===== config.mk =====
export PLATFORM = sky130hd
export DESIGN_NAME = pending_encoder32to5
export DESIGN_NICKNAME = d
export VERILOG_FILES = /design/src/rtl/pending_encoder32to5.sv
export SDC_FILE = /design/constraint.sdc
export NUM_CORES = 1
export LEC_CHECK = 0
export CORE_ASPECT_RATIO = 0.6
export CORE_MARGIN = 3
export CORE_UTILIZATION = 49
export CTS_CLUSTER_DIAMETER = 200
export DETAILED_ROUTE_END_ITERATION = 16
export PLACE_DENSITY = 0.81
export REMOVE_ABC_BUFFERS = 1
export SLEW_MARGIN = 25
export SYNTH_ARGS = -nofsm -noshare
export SYNTH_HDL_FRONTEND = slang
export SYNTH_SLANG_ARGS = --single-unit

===== constraint.sdc =====
create_clock -name clk -period 2.8 [get_ports clk]
set_input_delay 0.56 -clock clk [delete_from_list [all_inputs] [get_ports clk]]
set_output_delay 0.56 -clock clk [all_outputs]
set_load 0.01 [all_outputs]

===== src/rtl/pending_encoder32to5.sv =====
// ---------------------------------------------------------------------------
// pending_encoder32to5
//
// Purpose:
//    Collects 32 request lines into a sticky pending register and offers the
//    lowest pending index to a consumer over a valid/ready handshake. A bit
//    stays pending until its handshake completes. Once an index is offered it
//    stays stable until accepted, even if a lower-index request arrives.
//    A request to an already-pending source sets a one-cycle collision pulse
//    and is merged into the existing entry.
//
// Ports:
//    clk          in   rising-edge clock for all state
//    reset        in   asynchronous active-high clear of all state
//    enable       in   1 = sample req on this edge, 0 = ignore req
//    req[31:0]    in   request lines, bit i = source i
//    out_ready    in   consumer accepts out_idx on this edge
//    out_valid    out  out_idx holds a pending source (registered)
//    out_idx[4:0] out  binary index of the offered source (registered)
//    pending[31:0]out  current pending register
//    collision    out  one-cycle pulse on a request to an already-pending source
//    grant_count  out  16-bit wrapping count of completed handshakes
// ---------------------------------------------------------------------------
module pending_encoder32to5 (
   input  logic        clk,
   input  logic        reset,
   input  logic        enable,
   input  logic [31:0] req,
   input  logic        out_ready,
   output logic        out_valid,
   output logic [4:0]  out_idx,
   output logic [31:0] pending,
   output logic        collision,
   output logic [15:0] grant_count
);

   logic [31:0] pending_q, pending_d;
   logic        valid_q, valid_d;
   logic [4:0]  idx_q, idx_d;
   logic        collision_q, collision_d;
   logic [15:0] grantCount_q, grantCount_d;

   logic        hs;
   logic [31:0] cap;
   logic [31:0] clr;
   logic [4:0]  lowIdx;

   // The handshake clears the offered bit. A capture on that same bit
   // re-sets it, so a re-arm keeps the source pending. It does not count as
   // a collision because the old entry is being retired on this edge.
   always_comb begin
      hs          = valid_q & out_ready;
      cap         = enable ? req : 32'h0;
      clr         = hs ? (32'h1 << idx_q) : 32'h0;
      pending_d   = (pending_q & ~clr) | cap;
      collision_d = |(cap & pending_q & ~clr);
   end

   // Priority encoder for the lowest set bit of the next pending value.
   // The loop scans from the top down so that the last hit is the lowest bit.
   always_comb begin
      lowIdx = 5'd0;
      for (int i = 31; i >= 0; i--) begin
         if (pending_d[i]) begin
            lowIdx = 5'(i);
         end
      end
   end

   // A new offer is chosen only when idle or when the current offer is being
   // accepted. While stalled, the offer is held so the consumer sees a stable
   // index. When nothing is pending, the old index is kept.
   always_comb begin
      valid_d      = valid_q;
      idx_d        = idx_q;
      grantCount_d = grantCount_q + {15'd0, hs};
      if (!valid_q || hs) begin
         valid_d = |pending_d;
         if (|pending_d) begin
            idx_d = lowIdx;
         end
      end
   end

   always_ff @(posedge clk or posedge reset) begin
      if (reset) begin
         pending_q    <= 32'h0;
         valid_q      <= 1'b0;
         idx_q        <= 5'd0;
         collision_q  <= 1'b0;
         grantCount_q <= 16'd0;
      end else begin
         pending_q    <= pending_d;
         valid_q      <= valid_d;
         idx_q        <= idx_d;
         collision_q  <= collision_d;
         grantCount_q <= grantCount_d;
      end
   end

   assign out_valid   = valid_q;
   assign out_idx     = idx_q;
   assign pending     = pending_q;
   assign collision   = collision_q;
   assign grant_count = grantCount_q;

endmodule


* Yosys cells after proc, flatten, opt, wreduce, memory -nomap -nowiden
Cells that the tools add are included.
Widths: inputs -> output; s select.
** Storage, ports and cells
- ROM bits :: 0
- Logic and storage cells :: 52
- Bits in latches :: 0
- Memories :: 0
- Bits in writable memories :: 0
- Output and inout port bits :: 55
- Flip-flop bits (word level) :: 55
- Input bits :: 36
** Operators by class
- Bitwise operators :: 6
- Divide/modulo/power cells :: 0
- Equality and inequality tests :: 0
- Add/sub/neg operators :: 1
- Magnitude comparators :: 0
- Multiply operators :: 0
- Multiplexer cells :: 34
- Reduce and logical (&&, ||, !) cells :: 5
- Shift-type cells :: 1
** Operators by type and width (number)
- $mux 5 :: 32
- $and 32x32->32 :: 3
- $mux 32 :: 2
- $reduce_or 32->1 :: 2
- $not 32->32 :: 1
- $or 32x32->32 :: 1
- $shl 1x5->32 const A :: 1
- $add 16x1->16 :: 1
- $reduce_and 2->1 :: 1
- $and 1x1->1 :: 1
- $logic_not 1->1 :: 1
- $logic_or 1x1->1 :: 1

* Longest topological paths before layout
Gate-level depths: netlist of run 1.
- Depth after elaboration :: 37
- Gate-level depth with buffers :: 9
- Mapped depth without buffers :: 7

* Worst setup path before layout of run 1
No wires, ideal clock.
- Kind :: register to register
- Start point :: register idx_q[1], in the netlist out_idx[1]
- End point :: register idx_q[1], in the netlist out_idx[1]
- Library setup time :: 124 ps
- Setup slack :: 462 ps
- Arrival time :: 2214 ps
- Clock period less this slack :: 2338 ps
- Buffers on the path :: 2
- Data required time :: 2676 ps
- Stages on the path, launching flop included :: 10
- Cell sequence :: dfrtp_1 -> buf_6 -> nand2b_1 -> buf_6 -> o31a_1 -> a2111o_1 -> nor4_4 -> a41oi_2 -> mux2i_1 -> o31a_1
** Between the ends
- Cells in the longest elaborated chain, start to end :: 37
- Elaborated cells on any way between the ends :: 39
- Classes of those cells :: shift: 1; mux: 33; bitwise: 3; reduce/logical: 2
** Ends and longest elaborated chain
- start, declared :: line 39 : logic [4:0] idx_q, idx_d;
- start signal, assigned :: line 95 : idx_q <= idx_d;
- $shl 1x5->32 (*) :: line 54 : clr = hs ? (32'h1 << idx_q) : 32'h0;
- $mux 32 (*) :: line 54
- $not 32->32 (*) :: line 55 : pending_d = (pending_q & ~clr) | cap;
- $and 32x32->32 (*) :: line 55
- $or 32x32->32 (*) :: line 55
- $mux 5 (32 in series) :: line 64 : if (pending_d[i]) begin
Mark *: on every way between the ends. The rest lies on a longest branch, timed or not.
A chain may end at the register's enable or synchronous reset.

* Worst setup path after layout of run 1
- Start point :: register idx_q[2], in the netlist out_idx[2]
- End point :: register idx_q[0], in the netlist out_idx[0]
The elaborated chain is that of the path after synthesis.

==> impl_metrics.json, run 1 <==
{
  "grt_antenna_before_repair": 0,
  "die_x_um": 113,
  "tightestPinTransition_ns": 0.557,
  "firstDrtPassIters": 7,
  "criticalPathCategory": "reg -> reg",
  "synth_area_per_cell_um2": 9.40,
  "synth-edff-count": 0,
  "start_util_pct": 52.8,
  "cp.arrival_ns": 2.91,
  "slew_headroom_pct": 62.8,
  "layout_common_cells": "89 x clkdlybuf4s50_1, 81 x buf_4, 67 x nand2_1",
  "htree_levels": 2,
  "cp.required_ns": 3.00,
  "grt-ovfl-total": 0,
  "place_inst": 601,
  "die-area_um2": 7950,
  "grt_start_max_net_pins": 33,
  "worst-path-buf-inv": 2,
  "cts_buffer_depth": 2,
  "endpoint_kind": "flop",
  "post-route-drc-count": 0,
  "ys_ff_latch": 55,
  "place_congestion": 1.05,
  "ys_types": 64,
  "grt_usage_pct": 31.5,
  "diodes": 0,
  "vias": 3681,
  "syn_area_um2": 3370,
  "grt_pass1_wl_mm": 19.5,
  "worstPathCellList": "buf_4 -> or4_4 -> o21a_1 -> a221oi_1 -> a2111oi_2 -> buf_4 -> a221o_1 -> o31ai_1",
  "max_stage_delay_ns": 0.56,
  "die_h_um": 70.3,
  "ys_seq_area_share_pct": 40.8,
  "root_buffer": "clkbuf_16",
  "area_delta_synth_final_pct": 52.8,
  "numCtsBuffers": 5,
  "ys_warn_count": 0,
  "total_power_mw": 2.29,
  "clkLatencyLatePin_ns": 0.30,
  "io-pin-count": 91,
  "rows": 22,
  "numPortBuffers": 90,
  "final-hold-violation-count": 0,
  "power-per-cell-area_nw_per_um2": 445,
  "dp.final_hpwl_mm": 9.95,
  "vias_per_cell": 6.04,
  "hold_path.class": "reg -> reg",
  "crit_path_frequent_cell": "buf_4",
  "synth_top_flop_cell": "dfrtp_1",
  "post-route-util_pct": 80.7,
  "worst-path-max-fanout": 5,
  "layout_commonest_cell": "clkdlybuf4s50_1",
  "setup_slack_ns": 0.0969,
  "fmax_ghz": 0.370,
  "dp_slack_ns": -0.338,
  "cts_sinks": 55,
  "cap_violations": 0,
  "synthArstFlopShare_pct": 100,
  "peakVddDrop_mv": 0.528,
  "nets": 562,
  "crit_slowest_cell": "or4_4",
  "fin_cells": 609,
  "wl_mm": 12.7,
  "clk_pin_slew_ns": 0.07,
  "status": "finished, final reports clean",
  "cts_tree": "done",
  "num-fill-cells": 403,
  "detail_route.wl_per_cell_um": 20.8,
  "drt_iter0_drc": 393,
  "fin_crit_ns": 2.70,
  "cts_hold_buf": 0,
  "grt_pass1_vias": 3644,
  "worstSetupStartpointType": "flop",
  "skew_ns": 0.00715,
  "fin_crit_sh_pct": 96.5,
  "leakagePower_nw": 2.16,
  "slew_viol_final": 0,
  "critPathTopFamily": "compound AO/OA/AOI/OAI gates",
  "syn_inst": 359,
  "drive_gt1_share_pct": 27.8,
  "coreArea_um2": 6390,
  "finalSetupViolCount": 0,
  "detail-route-antenna-nets": 0
}
-- final timing paths --
check / slack [ns] / end / start / cells after the start
worst max-delay path: 0.1 / out_idx[0]$_DFFE_PP0P_ / out_idx[2]$_DFFE_PP0P_ / 8
worst min-delay path: 0.48 / grant_count[15]$_DFF_PP0_ / grant_count[15]$_DFF_PP0_ / 1
worst max register to register: 0.1 / out_idx[0]$_DFFE_PP0P_ / out_idx[2]$_DFFE_PP0P_ / 8
worst min register to register: 0.48 / grant_count[15]$_DFF_PP0_ / grant_count[15]$_DFF_PP0_ / 1
max in group asynchronous: 1.59 / out_idx[4]$_DFFE_PP0P_ / reset / 3
min in group asynchronous: 0.63 / pending[29]$_DFF_PP0_ / reset / 2
-- repair_timing --
action,CTS,global route
pin swaps,0,3
resized for setup,1,19
endpoints found under the setup margin,1,6
buffers inserted,0,0
-- layout make-up --
cell class,count,area (µm²),share of cell area [%]
tap,84,105,2.04
sequential,55,1380,26.8
inverter,35,131,2.55
multi-input combinational,254,1840,35.7
timing repair buffer,173,1550,30.1
clock inverter,3,20.0,0.388
clock buffer,5,125,2.43
-- cell families (layout without fill, tap and decap cells) --
kind of cell | count (synthesis) | count (layout) | synth area share (%)
DFF | 55 | 55 | 40.8
buffers and inverters | 50 | 216 | 7.34
muxes | 1 | 1 | 0.297
AOI/OAI and AO/OA | 88 | 88 | 22.7
adders and majority gates | 2 | 2 | 0.742
xor gates and xnor gates | 14 | 14 | 3.63
and+or+nand+nor | 149 | 149 | 24.5
-- layer usage --
layer / vias up / GRT usage (%) / share of wire, %
li1: 1631 / - / -
met2: 256 / 44.7 / 42
met1: 1768 / 46.4 / 45
met5: - / 0 / 0
met3: 26 / 10.7 / 12
met4: 0 / 6.00 / 1.0
-- where the power goes --
| group | switching [mW] | leakage, nW | total, mW | internal [mW] |
|---|---|---|---|---|
| registers | 0.0997 | 0.583 | 0.970 | 0.870 |
| logic | 0.348 | 1.52 | 0.693 | 0.344 |
| clock network | 0.299 | 0.0658 | 0.629 | 0.331 |
-- synth_stat cells, types with 3 or more instances --
master | number | area [µm²]
a21oi_1 | 10 | 50.1
a221oi_1 | 3 | 26.3
and3_1 | 4 | 25.0
buf_2 | 4 | 20.0
buf_6 | 4 | 45.0
clkbuf_1 | 4 | 15.0
dfrtp_1 | 55 | 1380
inv_1 | 34 | 128
nand2_1 | 67 | 251
nand2b_1 | 7 | 43.8
nand3_1 | 9 | 45.0
nand4_1 | 12 | 75.1
nand4_2 | 8 | 100
nor2_1 | 16 | 60.1
nor3_1 | 6 | 30.0
o211ai_1 | 4 | 30.0
o21a_1 | 3 | 22.5
o22ai_1 | 10 | 62.6
o31a_1 | 4 | 35.0
o31ai_1 | 12 | 90.1
o31ai_2 | 11 | 138
o41ai_2 | 6 | 97.6
xnor2_1 | 10 | 87.6
xor2_1 | 4 | 35.0
-- flip-flops by register name (all words and copies together) (netlist names) --
signal / cells
out_valid: 1
pending: 32
out_idx: 5
collision: 1
grant_count: 16
-- metrics by stage --
| step | area [µm²] | setup TNS (ns) | hold WS (ns) |
|---|---|---|---|
| detailed placement | 4910 | -1.84 | 0.474 |
| CTS | 5060 | 0 | 0.485 |
| global placement | 4910 | -1.07 | 0.461 |
| finish | 5150 | 0 | 0.478 |
| global route | 5150 | -0.00628 | 0.495 |
| floorplan | 3260 | 0 | 0.508 |
(Power assumes the default switching activity.)
==> inputs of run 2 (changes only) <==
==> constraint.sdc (replaced) <==
create_clock -name clk -period 2.6 [get_ports clk]
set_input_delay 0.52 -clock clk [delete_from_list [all_inputs] [get_ports clk]]
set_output_delay 0.52 -clock clk [all_outputs]
set_load 0.01 [all_outputs]
==> impl_metrics.json, run 2 (synthesis gave the netlist of run 1 again) <==
{
  "criticalPathCategory": "reg -> reg",
  "cap_violations": 0,
  "grt_start_max_net_pins": 34,
  "wl_mm": 14.6,
  "grt_antenna_before_repair": 0,
  "cts_sinks": 55,
  "drive_gt1_share_pct": 32.6,
  "grt_pass1_wl_mm": 21.3,
  "fin_crit_ns": 2.64,
  "peakVddDrop_mv": 0.431,
  "leakagePower_nw": 2.31,
  "die_x_um": 113,
  "layout_common_cells": "99 x buf_4, 89 x clkdlybuf4s50_1, 66 x nand2_1",
  "slew_viol_final": 0,
  "grt-ovfl-total": 0,
  "htree_levels": 2,
  "firstDrtPassIters": 8,
  "place_area_um2": 5010,
  "max_stage_delay_ns": 0.45,
  "nets": 584,
  "dp.final_hpwl_mm": 10.0,
  "hold-worst-slack_ns": 0.495,
  "drt_iter0_drc": 622,
  "slew_headroom_pct": 64.8,
  "fin_cells": 630,
  "power-per-cell-area_nw_per_um2": 486,
  "rows": 22,
  "root_buffer": "clkbuf_16",
  "cts_buffer_depth": 2,
  "detail_route.wl_per_cell_um": 23.2,
  "clk_pin_slew_ns": 0.07,
  "worst-path-max-fanout": 10,
  "place_congestion": 1.09,
  "clkLatencyLatePin_ns": 0.29,
  "cp.arrival_ns": 2.81,
  "layout_commonest_cell": "buf_4",
  "fin_area_um2": 5450,
  "crit_slowest_cell": "dfrtp_1",
  "worstPathCellList": "nand3_2 -> buf_12 -> o31a_1 -> a2111o_1 -> nor4_4 -> buf_4 -> nand4_1 -> nand2_2 -> o41ai_1",
  "dp_slack_ns": -0.578,
  "violations": "negative setup slack",
  "numCtsBuffers": 5,
  "tightestPinTransition_ns": 0.528,
  "fmax_ghz": 0.379,
  "vias": 4075,
  "io-pin-count": 91,
  "place_inst": 612,
  "endpoint_kind": "flop",
  "numPortBuffers": 90,
  "largest_register_ffs": 32,
  "hold_path.class": "reg -> reg",
  "coreArea_um2": 6390,
  "post-route-drc-count": 0,
  "post-route-util_pct": 85.4,
  "final-hold-violation-count": 0,
  "setup_slack_ns": -0.0416,
  "detail-route-antenna-nets": 0,
  "cp.required_ns": 2.77,
  "vias_per_cell": 6.47,
  "cts_tree": "done",
  "worstSetupStartpointType": "flop",
  "finalSetupViolCount": 3,
  "die-area_um2": 7950,
  "diodes": 0,
  "grt_pass1_vias": 3918,
  "skew_ns": 0.00499,
  "die_h_um": 70.3,
  "start_util_pct": 52.8,
  "area_delta_synth_final_pct": 61.7,
  "fin_crit_sh_pct": 102,
  "grt_usage_pct": 34.4,
  "status": "finished with violations"
}
==> run 2: routing by layer <==
layer / vias to the layer above / track usage (%) / part of all wire [%]
met2: 386 / 52.3 / 43
li1: 1675 / - / -
met4: 0 / 10.3 / 5.2
met1: 1908 / 45.9 / 38
met5: - / 0 / 0
met3: 106 / 12.5 / 14
==> run 2: worst paths after layout <==
check,startpoint,end,slack [ns],cells past startpoint
worst max-delay path,out_idx[3]$_DFFE_PP0P_,out_idx[2]$_DFFE_PP0P_,-0.04,9
worst min-delay path,grant_count[15]$_DFF_PP0_,grant_count[15]$_DFF_PP0_,0.49,1
worst max register to register,out_idx[3]$_DFFE_PP0P_,out_idx[2]$_DFFE_PP0P_,-0.04,9
worst min register to register,grant_count[15]$_DFF_PP0_,grant_count[15]$_DFF_PP0_,0.49,1
max in group asynchronous,reset,out_idx[0]$_DFFE_PP0P_,1.44,3
min in group asynchronous,reset,pending[26]$_DFF_PP0_,0.59,2
==> run 2: area by class of cell <==
class	instances	area, µm²
multi-input cells	254	1940
clock buffers	5	125
well taps	84	105
inverters	35	131
flip-flops and latches	55	1380
clock inverters	2	37.5
repair buffers	195	1730
fillers	325	932
==> run 2: power breakdown <==
| group | leakage [nW] | internal, mW | switching, mW |
|---|---|---|---|
| clock | 0.0759 | 0.450 | 0.318 |
| sequential | 0.583 | 0.937 | 0.104 |
| combinational | 1.65 | 0.414 | 0.427 |
| total | 2.31 | 1.80 | 0.849 |
==> run 2: worst max-delay path, delay by kind of cell, from the launching register on <==
kind | cells | cell delay [ns]
simple gates | 4 | 0.83
buf+inv | 2 | 0.37
compound gates | 3 | 0.86
flops | 1 | 0.45
==> run 2: repair_timing <==
action                                  CTS  global route
resized for setup                        17            24
setup buffers                             2            10
hold buffers                              0             0
endpoints found under the setup margin    6             6
pin swaps                                 4            14
==> run 2: per-stage QoR <==
| step | TNS (ns) | power, mW |
|---|---|---|
| final | -0.0796 | 2.65 |
| after global routing | -0.435 | 2.73 |
| after CTS | 0 | 2.56 |
| after detailed placement | -2.63 | 1.78 |
| after global placement | -2.03 | 1.75 |
| after floorplan | 0 | 1.31 |
